`src/rtl/rename_map_pkg.sv`:
```
// Shared constants and types for the rename stage.
// ARCH_REG_NUM / ARCH_REG_SEL : architectural register file size / index width
// PHY_REG_NUM  / PHY_REG_SEL  : physical register file size / tag width (same as the freelist)
// map_t                       : one whole rename table, indexed by architectural register
package rename_map_pkg;

  localparam int ARCH_REG_NUM = 32;
  localparam int ARCH_REG_SEL = $clog2(ARCH_REG_NUM);
  localparam int PHY_REG_NUM  = 64;
  localparam int PHY_REG_SEL  = $clog2(PHY_REG_NUM);

  typedef logic [ARCH_REG_SEL-1:0] areg_t;
  typedef logic [PHY_REG_SEL-1:0]  ptag_t;
  typedef ptag_t [ARCH_REG_NUM-1:0] map_t;

  // Identity mapping: architectural register i lives in physical register i.
  function automatic map_t identity_map();
    map_t m;
    for (int i = 0; i < ARCH_REG_NUM; i++) begin
      m[i] = ptag_t'(i);
    end
    return m;
  endfunction

endpackage

```
`src/rtl/map_table_2w.sv`:
```
// Rename table: ARCH_REG_NUM entries of PHY_REG_SEL-bit physical tags.
// Ports:
//   clk, reset            : clock, asynchronous active-high reset (table -> identity)
//   rd_addr0..3/rd_data0..3 : four combinational read ports
//   we1/wa1/wd1, we2/wa2/wd2 : two write ports; port 2 wins on the same address
//   load/load_data        : bulk replace of the whole table, beats both write ports
//   contents              : the whole table, for bulk copy and extra lookups
module map_table_2w
  import rename_map_pkg::*;
(
  input  logic  clk,
  input  logic  reset,
  input  areg_t rd_addr0,
  input  areg_t rd_addr1,
  input  areg_t rd_addr2,
  input  areg_t rd_addr3,
  output ptag_t rd_data0,
  output ptag_t rd_data1,
  output ptag_t rd_data2,
  output ptag_t rd_data3,
  input  logic  we1,
  input  areg_t wa1,
  input  ptag_t wd1,
  input  logic  we2,
  input  areg_t wa2,
  input  ptag_t wd2,
  input  logic  load,
  input  map_t  load_data,
  output map_t  contents
);

  map_t mem;

  // The second write is issued after the first, so it overrides it when the
  // addresses collide.
  always_ff @(posedge clk or posedge reset) begin
    if (reset) begin
      mem <= identity_map();
    end else if (load) begin
      mem <= load_data;
    end else begin
      if (we1) mem[wa1] <= wd1;
      if (we2) mem[wa2] <= wd2;
    end
  end

  assign rd_data0 = mem[rd_addr0];
  assign rd_data1 = mem[rd_addr1];
  assign rd_data2 = mem[rd_addr2];
  assign rd_data3 = mem[rd_addr3];
  assign contents = mem;

endmodule

```
`src/rtl/rename_map.sv`:
```
// Two-wide register rename stage fed by the physical-register freelist.
// Ports:
//   clk, reset                     : clock, asynchronous active-high reset
//   invalid1/2, wr_reg_1/2         : decode slot empty / slot writes a destination
//   src1_1, src2_1, src1_2, src2_2 : architectural sources; dst1/dst2 destinations
//   phy_dst1/2, phy_dst1/2_val     : tags handed out by the freelist
//   allocatable, stall_DP, prmiss  : freelist ready, back-end stall, mispredict flush
//   com_val1/2, com_arch1/2, com_phy1/2 : commit ports feeding the committed map
//   rn_*                           : registered renamed group (1-cycle latency)
//   rn_fire                        : combinational accept; decode advances when high
// Handshake: a group is consumed in the cycle rn_fire is 1 and appears on rn_*
// with rn_val1/2 on the next cycle; while stall_DP holds, rn_* stay frozen.
module rename_map
  import rename_map_pkg::*;
(
  input  logic       clk,
  input  logic       reset,
  input  logic       invalid1,
  input  logic       invalid2,
  input  logic       wr_reg_1,
  input  logic       wr_reg_2,
  input  logic [4:0] src1_1,
  input  logic [4:0] src2_1,
  input  logic [4:0] src1_2,
  input  logic [4:0] src2_2,
  input  logic [4:0] dst1,
  input  logic [4:0] dst2,
  input  logic [5:0] phy_dst1,
  input  logic [5:0] phy_dst2,
  input  logic       phy_dst1_val,
  input  logic       phy_dst2_val,
  input  logic       allocatable,
  input  logic       stall_DP,
  input  logic       prmiss,
  input  logic       com_val1,
  input  logic       com_val2,
  input  logic [4:0] com_arch1,
  input  logic [4:0] com_arch2,
  input  logic [5:0] com_phy1,
  input  logic [5:0] com_phy2,
  output logic       rn_val1,
  output logic       rn_val2,
  output logic [5:0] rn_src1_1,
  output logic [5:0] rn_src2_1,
  output logic [5:0] rn_src1_2,
  output logic [5:0] rn_src2_2,
  output logic [5:0] rn_dst1,
  output logic [5:0] rn_dst2,
  output logic [5:0] rn_old_dst1,
  output logic [5:0] rn_old_dst2,
  output logic       rn_fire
);

  logic  fire, wr1, wr2;
  map_t  smap_q, cmap_q, cmap_fwd;
  ptag_t s11, s21, s12_raw, s22_raw, s12, s22, old1, old2;
  ptag_t unused_crd0, unused_crd1, unused_crd2, unused_crd3;
  logic  unused_ok;

  assign fire    = allocatable & ~stall_DP & ~prmiss & ~reset;
  assign rn_fire = fire;
  assign wr1     = ~invalid1 & wr_reg_1;
  assign wr2     = ~invalid2 & wr_reg_2;

  // The per-tag valids from the freelist are already summarised by allocatable.
  assign unused_ok = ^{phy_dst1_val, phy_dst2_val,
                       unused_crd0, unused_crd1, unused_crd2, unused_crd3};

  // Committed map as it will look after this cycle's commits; a flush copies
  // this so that a commit landing in the flush cycle is not lost.
  always_comb begin
    cmap_fwd = cmap_q;
    if (com_val1) cmap_fwd[com_arch1] = com_phy1;
    if (com_val2) cmap_fwd[com_arch2] = com_phy2;
  end

  map_table_2w u_smap (
    .clk       (clk),
    .reset     (reset),
    .rd_addr0  (src1_1),
    .rd_addr1  (src2_1),
    .rd_addr2  (src1_2),
    .rd_addr3  (src2_2),
    .rd_data0  (s11),
    .rd_data1  (s21),
    .rd_data2  (s12_raw),
    .rd_data3  (s22_raw),
    .we1       (fire & wr1),
    .wa1       (dst1),
    .wd1       (phy_dst1),
    .we2       (fire & wr2),
    .wa2       (dst2),
    .wd2       (phy_dst2),
    .load      (prmiss),
    .load_data (cmap_fwd),
    .contents  (smap_q)
  );

  map_table_2w u_cmap (
    .clk       (clk),
    .reset     (reset),
    .rd_addr0  (com_arch1),
    .rd_addr1  (com_arch2),
    .rd_addr2  (com_arch1),
    .rd_addr3  (com_arch2),
    .rd_data0  (unused_crd0),
    .rd_data1  (unused_crd1),
    .rd_data2  (unused_crd2),
    .rd_data3  (unused_crd3),
    .we1       (com_val1),
    .wa1       (com_arch1),
    .wd1       (com_phy1),
    .we2       (com_val2),
    .wa2       (com_arch2),
    .wd2       (com_phy2),
    .load      (1'b0),
    .load_data ('0),
    .contents  (cmap_q)
  );

  // Slot 2 sees slot 1's new destination tag, not the stale table entry.
  assign s12  = (wr1 && src1_2 == dst1) ? phy_dst1 : s12_raw;
  assign s22  = (wr1 && src2_2 == dst1) ? phy_dst1 : s22_raw;
  assign old1 = smap_q[dst1];
  assign old2 = (wr1 && dst2 == dst1) ? phy_dst1 : smap_q[dst2];

  always_ff @(posedge clk or posedge reset) begin
    if (reset) begin
      rn_val1     <= 1'b0;
      rn_val2     <= 1'b0;
      rn_src1_1   <= '0;
      rn_src2_1   <= '0;
      rn_src1_2   <= '0;
      rn_src2_2   <= '0;
      rn_dst1     <= '0;
      rn_dst2     <= '0;
      rn_old_dst1 <= '0;
      rn_old_dst2 <= '0;
    end else if (prmiss) begin
      rn_val1 <= 1'b0;
      rn_val2 <= 1'b0;
    end else if (fire) begin
      rn_val1     <= ~invalid1;
      rn_val2     <= ~invalid2;
      rn_src1_1   <= s11;
      rn_src2_1   <= s21;
      rn_src1_2   <= s12;
      rn_src2_2   <= s22;
      rn_dst1     <= phy_dst1;
      rn_dst2     <= phy_dst2;
      rn_old_dst1 <= old1;
      rn_old_dst2 <= old2;
    end else if (!stall_DP) begin
      // Freelist empty: emit a bubble, leave the payload as is.
      rn_val1 <= 1'b0;
      rn_val2 <= 1'b0;
    end
  end

endmodule

```
`config.mk`:
```
export PLATFORM = sky130hd
export DESIGN_NAME = rename_map
export DESIGN_NICKNAME = d
export VERILOG_FILES = /design/src/rtl/rename_map_pkg.sv /design/src/rtl/map_table_2w.sv /design/src/rtl/rename_map.sv
export SDC_FILE = /design/constraint.sdc
export NUM_CORES = 2
export LEC_CHECK = 0
export CAP_MARGIN = 30
export CORE_ASPECT_RATIO = 1.5
export CORE_MARGIN = 1
export CORE_UTILIZATION = 30
export CTS_BUF_LIST = sky130_fd_sc_hd__clkbuf_8
export DETAILED_ROUTE_END_ITERATION = 10
export PLACE_DENSITY = 0.43
export SYNTH_ARGS = -nofsm -noshare
export SYNTH_HDL_FRONTEND = slang
export SYNTH_SLANG_ARGS = --single-unit
export TNS_END_PERCENT = 1
```
`constraint.sdc`:
```
create_clock -name clk -period 35.3 [get_ports clk]
set_clock_uncertainty 0.15 [all_clocks]
set_input_delay 7.06 -clock clk [delete_from_list [all_inputs] [get_ports clk]]
set_output_delay 7.06 -clock clk [all_outputs]
set_load 0.1 [all_outputs]
```
# [Word-level counts from Yosys, hierarchy flattened]
# Index checks and enable logic that the tools add are counted.
[totals] n_memories=0 romBits=0 latch_bits=0 mem_bits_rw=0 regBits=434
[classes] div=0 shift=0 bitwise_logic=12 n_addsub=0 eq_ne=4 multipliers=0 n_reduce_logical=8 order_cmp=12 n_mux=38
[ops] cell="192-bit 2-to-1 mux" n=6
[ops] cell="192-bit bitwise mux" n=4
[ops] cell="6-bit binary-select mux with 5-bit select" n=6
[ops] cell="6-bit demux with 5-bit select" n=4
[ops] cell="6-bit 2-to-1 mux" n=13
[ops] cell="5-bit by 6-bit < comparator with 1-bit output, second input constant" n=8
[ops] cell="5-bit by 1-bit greater-or-equal comparator with 1-bit output, second input constant" n=4
[ops] cell="5-bit == test" n=3
[ops] cell="1-bit AND" n=7
[ops] cell="1-bit logical AND" n=7
[ops] cell="1-bit 2-to-1 mux" n=5
[ops] cell="1-bit NOT" n=5
[ops] cell="3-bit by 1-bit inequality test with 1-bit output, second input constant" n=1
[ops] cell="2-bit AND reduction" n=1

# [Longest topological paths before layout]
[logic_depth] depth_word=10 depth_mapped=10

# [Hierarchy]
# A second synthesis with hierarchy kept.
[hier_totals] hier_cells=4842 hier_area_um2=45304.7
[modules_own_cells] module="map_table_2w" area_each_um2=17614.4 seq_area_each_um2=4904.7 instances=2 cells_per_inst=1737
[modules_own_cells] module="rename_map" area_each_um2=10075.9 seq_area_each_um2=1251.2 instances=1 cells_per_inst=1368

# [Worst setup path before layout]
# OpenSTA, ideal clock, no wires.
[synth_timing] path_type="input -> output" start="in prmiss" end="out rn_fire" t_required_ns=28.090 stages=6 t_arrival_ns=9.363 path_buffers=4 slack_ns=18.727 path_cell_list="buf_6 > or4b_4 > inv_1 > clkbuf_1 > clkbuf_1 > buf_1"
[synth_via] elab_chain_cells=3
[synth_rtl] element="from (decl)" line_no="rename_map.sv:34" source="input logic prmiss,"
[synth_rtl] element="1-bit NOT (no line)"
[synth_rtl] element="1-bit AND (2 in a row)" line_no="rename_map.sv:60" source="assign fire = allocatable & ~stall_DP & ~prmiss & ~reset;"
[synth_rtl] element="to (decl)" line_no="rename_map.sv:51" source="output logic rn_fire"
# No other way between the ends.

# [Final worst setup path]
[layout_timing] start="in reset" end="out rn_fire"
[layout_via] elab_chain_cells=2
[layout_rtl] element="from (decl)" line_no="rename_map.sv:17" source="input logic reset,"
[layout_rtl] element="1-bit NOT" line_no="rename_map.sv:60"
[layout_rtl] element="1-bit AND" line_no="rename_map.sv:60"
# No other way between the ends.

==> impl_metrics.toml <==
[run_status]
outcome = "completed"

[clocking]
htree_levels = 3
post_cts_buffers = 0
cts_buffer_depth = 3
clk_pin_slew_worst_paths_ps = 60
root_buffer = "clkbuf_8"
cts_sinks = 434
cts-resized-gates = 0
clk_latency_ps = 790
cts_tree = "built"
postCtsHoldBufs = 0
cts_buffers = 76

[logic_synthesis]
yosysTopAreaCell = "mux2i_1"
yosysMostFrequentCell = "mux2i_1"
synth_area_per_cell_um2 = 9.831
synthTopCellsByCount = "738 x mux2i_1, 337 x nor2_1, 274 x dfrtp_1"
yosysSeqAreaShare_pct = 33.80
yosysWarnings = 0
syn_area_um2 = 32730
synth-edff-count = 0
syn_nets = 3406
synth_cell_types = 59
async_flop_share_pct = 100.0
synth_flop_cell = "dfrtp_1"
synth_top_area_share_pct = 22.57
synth_area_leaders = "mux2i_1 23%, dfrtp_1 21%, dfstp_2 13%, mux4_2 7.6%, a21o_1 4.5%"
syn_inst = 3329
synth-seq-cells = 434

[final_layout]
layout-drive-gt1-share_pct = 17.03
synthToLayoutAreaGrowth_pct = 11.81
final_nets = 3343
fin_util_pct = 33.78

[power_and_ir_drop]
p_leak_nw = 16.31
power.total_mw = 2.006
p_per_area_nw_per_um2 = 54.81
irDropWorstVdd_mv = 0.03696

[timing]
fin_crit_ps = 17380
setup_violations = 0
report.final.hold_viol_count = 0
worst_slack_ps = 17920
final_min_period_over_clock_period_pct = 49.23
setup_tns_ps = 0
fmax_ghz = 0.05755
slew-limit-headroom_pct = 20.95
holdWs_ps = 322.8
tightest_slew_ps = 1179
slew_violations = 0
rsz0062_at_grt = "no"

[route]
avgViaCountPerCell = 6.263
final_antenna_net_count = 0
drt_iter0_drc = 3547
first_pass_iters = 6
routed-via-count = 29820
post_drt_wl_per_cell_um = 37.11
routed_wl_um = 176700
drc = 0

[critical_path]
rr_endpoint = "rn_src2_2[2]$_DFFE_PP0P_"
critPathArrivalTime_ps = 10170
critPathLaunchType = "input port"
worst_setup_path_end_kind = "output port"
required_ps = 28090
ff2ff_setup_slack_ps = 32230
crit_fanout = 23
r2r_start = "u_smap.contents[68]$_DFF_PP0_"
critical_path_class = "input port to output port"
r2r_cells = 5

[floorplanning]
die_area_um2 = 110400
die_w_um = 271.7
core_um2 = 108300
io_pins = 128
std_cell_rows = 148
start_util_pct = 30.21
die_h_um = 406.5

[place]
place_hpwl_um = 118300
place.gp.congestion = 0.9887
port-buffer-count = 125
dpl_worst_slack_ps = 17900

[global_route]
antenna_found_initial = 8
gr-total-overflow = 0
grt_max_degree = 142
grt_pass1_wl_um = 242500
grt_pass1_vias = 29420
globalRouteTotalUtil_pct = 31.56

[run]
drv_cap = 0

[worst_hold_path]
whs_endpoint = "rn_dst2[5]$_DFFE_PP0P_"
hp-class = "flop to flop"
min_from = "rn_dst2[5]$_DFFE_PP0P_"
holdPathStages = 2
sequential cells by signal (all words and copies together), names as in the netlist:
register and flops:
rn_src2_1 6, rn_src2_2 6, rn_src1_2 6, rn_old_dst2 6, rn_dst1 6, rn_old_dst1 6
rn_val1 1, rn_dst2 6, rn_src1_1 6, rn_val2 1, u_cmap.contents 192, u_smap.contents 192
cell type report:
| cell class | instances | area (µm²) |
|---|---|---|
| Antenna cell | 6 | 15.01 |
| Clock buffer | 92 | 1266 |
| Clock inverter | 50 | 210.2 |
| Fill cell | 11040 | 71740 |
| Inverter | 6 | 30.03 |
| Multi-Input combinational cell | 2527 | 20300 |
| Sequential cell | 434 | 11060 |
| Tap cell | 1425 | 1783 |
| Timing Repair Buffer | 221 | 1923 |
power breakdown:
group          internal (mW)  total, mW  switching [mW]
registers              0.652      0.839           0.187
clock network          0.236      0.477           0.241
logic                  0.268      0.689           0.422
routing by layer:
metal  vias to the layer above  GRT usage [%]  share of wire, %
met3                       418          4.922               7.1
met2                      1622          50.98                46
met5                         -              0             0.026
li1                      12490              -                 -
met4                         6          20.03               7.0
met1                     15290          39.21                40
critical path: stages:
cell and delay, ps:
clkdlybuf4s50_1 510, or4b_4 710, inv_2 550, clkdlybuf4s50_1 1260
layout by cell type, fill, tap and decap left out, drive strengths merged, types with 12 or more instances in the layout:
cell           count
clkbuf            92
a21oi            161
dfrtp            274
mux2              12
nor4              20
a21o             194
a211oi           192
mux4             111
o22ai             19
nand4             51
o41ai             14
nor2b             32
o21ai             92
clkdlybuf4s50     90
nor2             337
a22o              52
and2              16
a221oi            60
buf              130
inv               52
a22oi             98
nand2b            17
nand2            188
dfstp            160
nand3             13
mux2i            738
logic make-up after synthesis:
family	share of synthesized area [%]
xor gates and xnor gates	0.2409
and+or+nand+nor	11.04
AOI/OAI and AO/OA	19.78
buffers and inverters	4.523
muxes	30.62
DFF	33.80
through the flow:
stage | instances | area [µm²]
global route | 4756 | 36580
CTS | 4753 | 36530
finish | 4761 | 36590
floorplan | 3329 | 32730
global placement | 4601 | 34930
detailed placement | 4611 | 35050
how the worst max path moves through the flow:
stage	start	endpoint	slack, ps	cells after the start
global placement	reset	rn_fire	17900	4
detailed placement	reset	rn_fire	17900	4
finish	reset	rn_fire	17920	4
global route	reset	rn_fire	17920	4
CTS	reset	rn_fire	17900	4
floorplan	reset	rn_dst1[0]$_DFFE_PP0P_	16270	1
(Power assumes the default switching activity.)
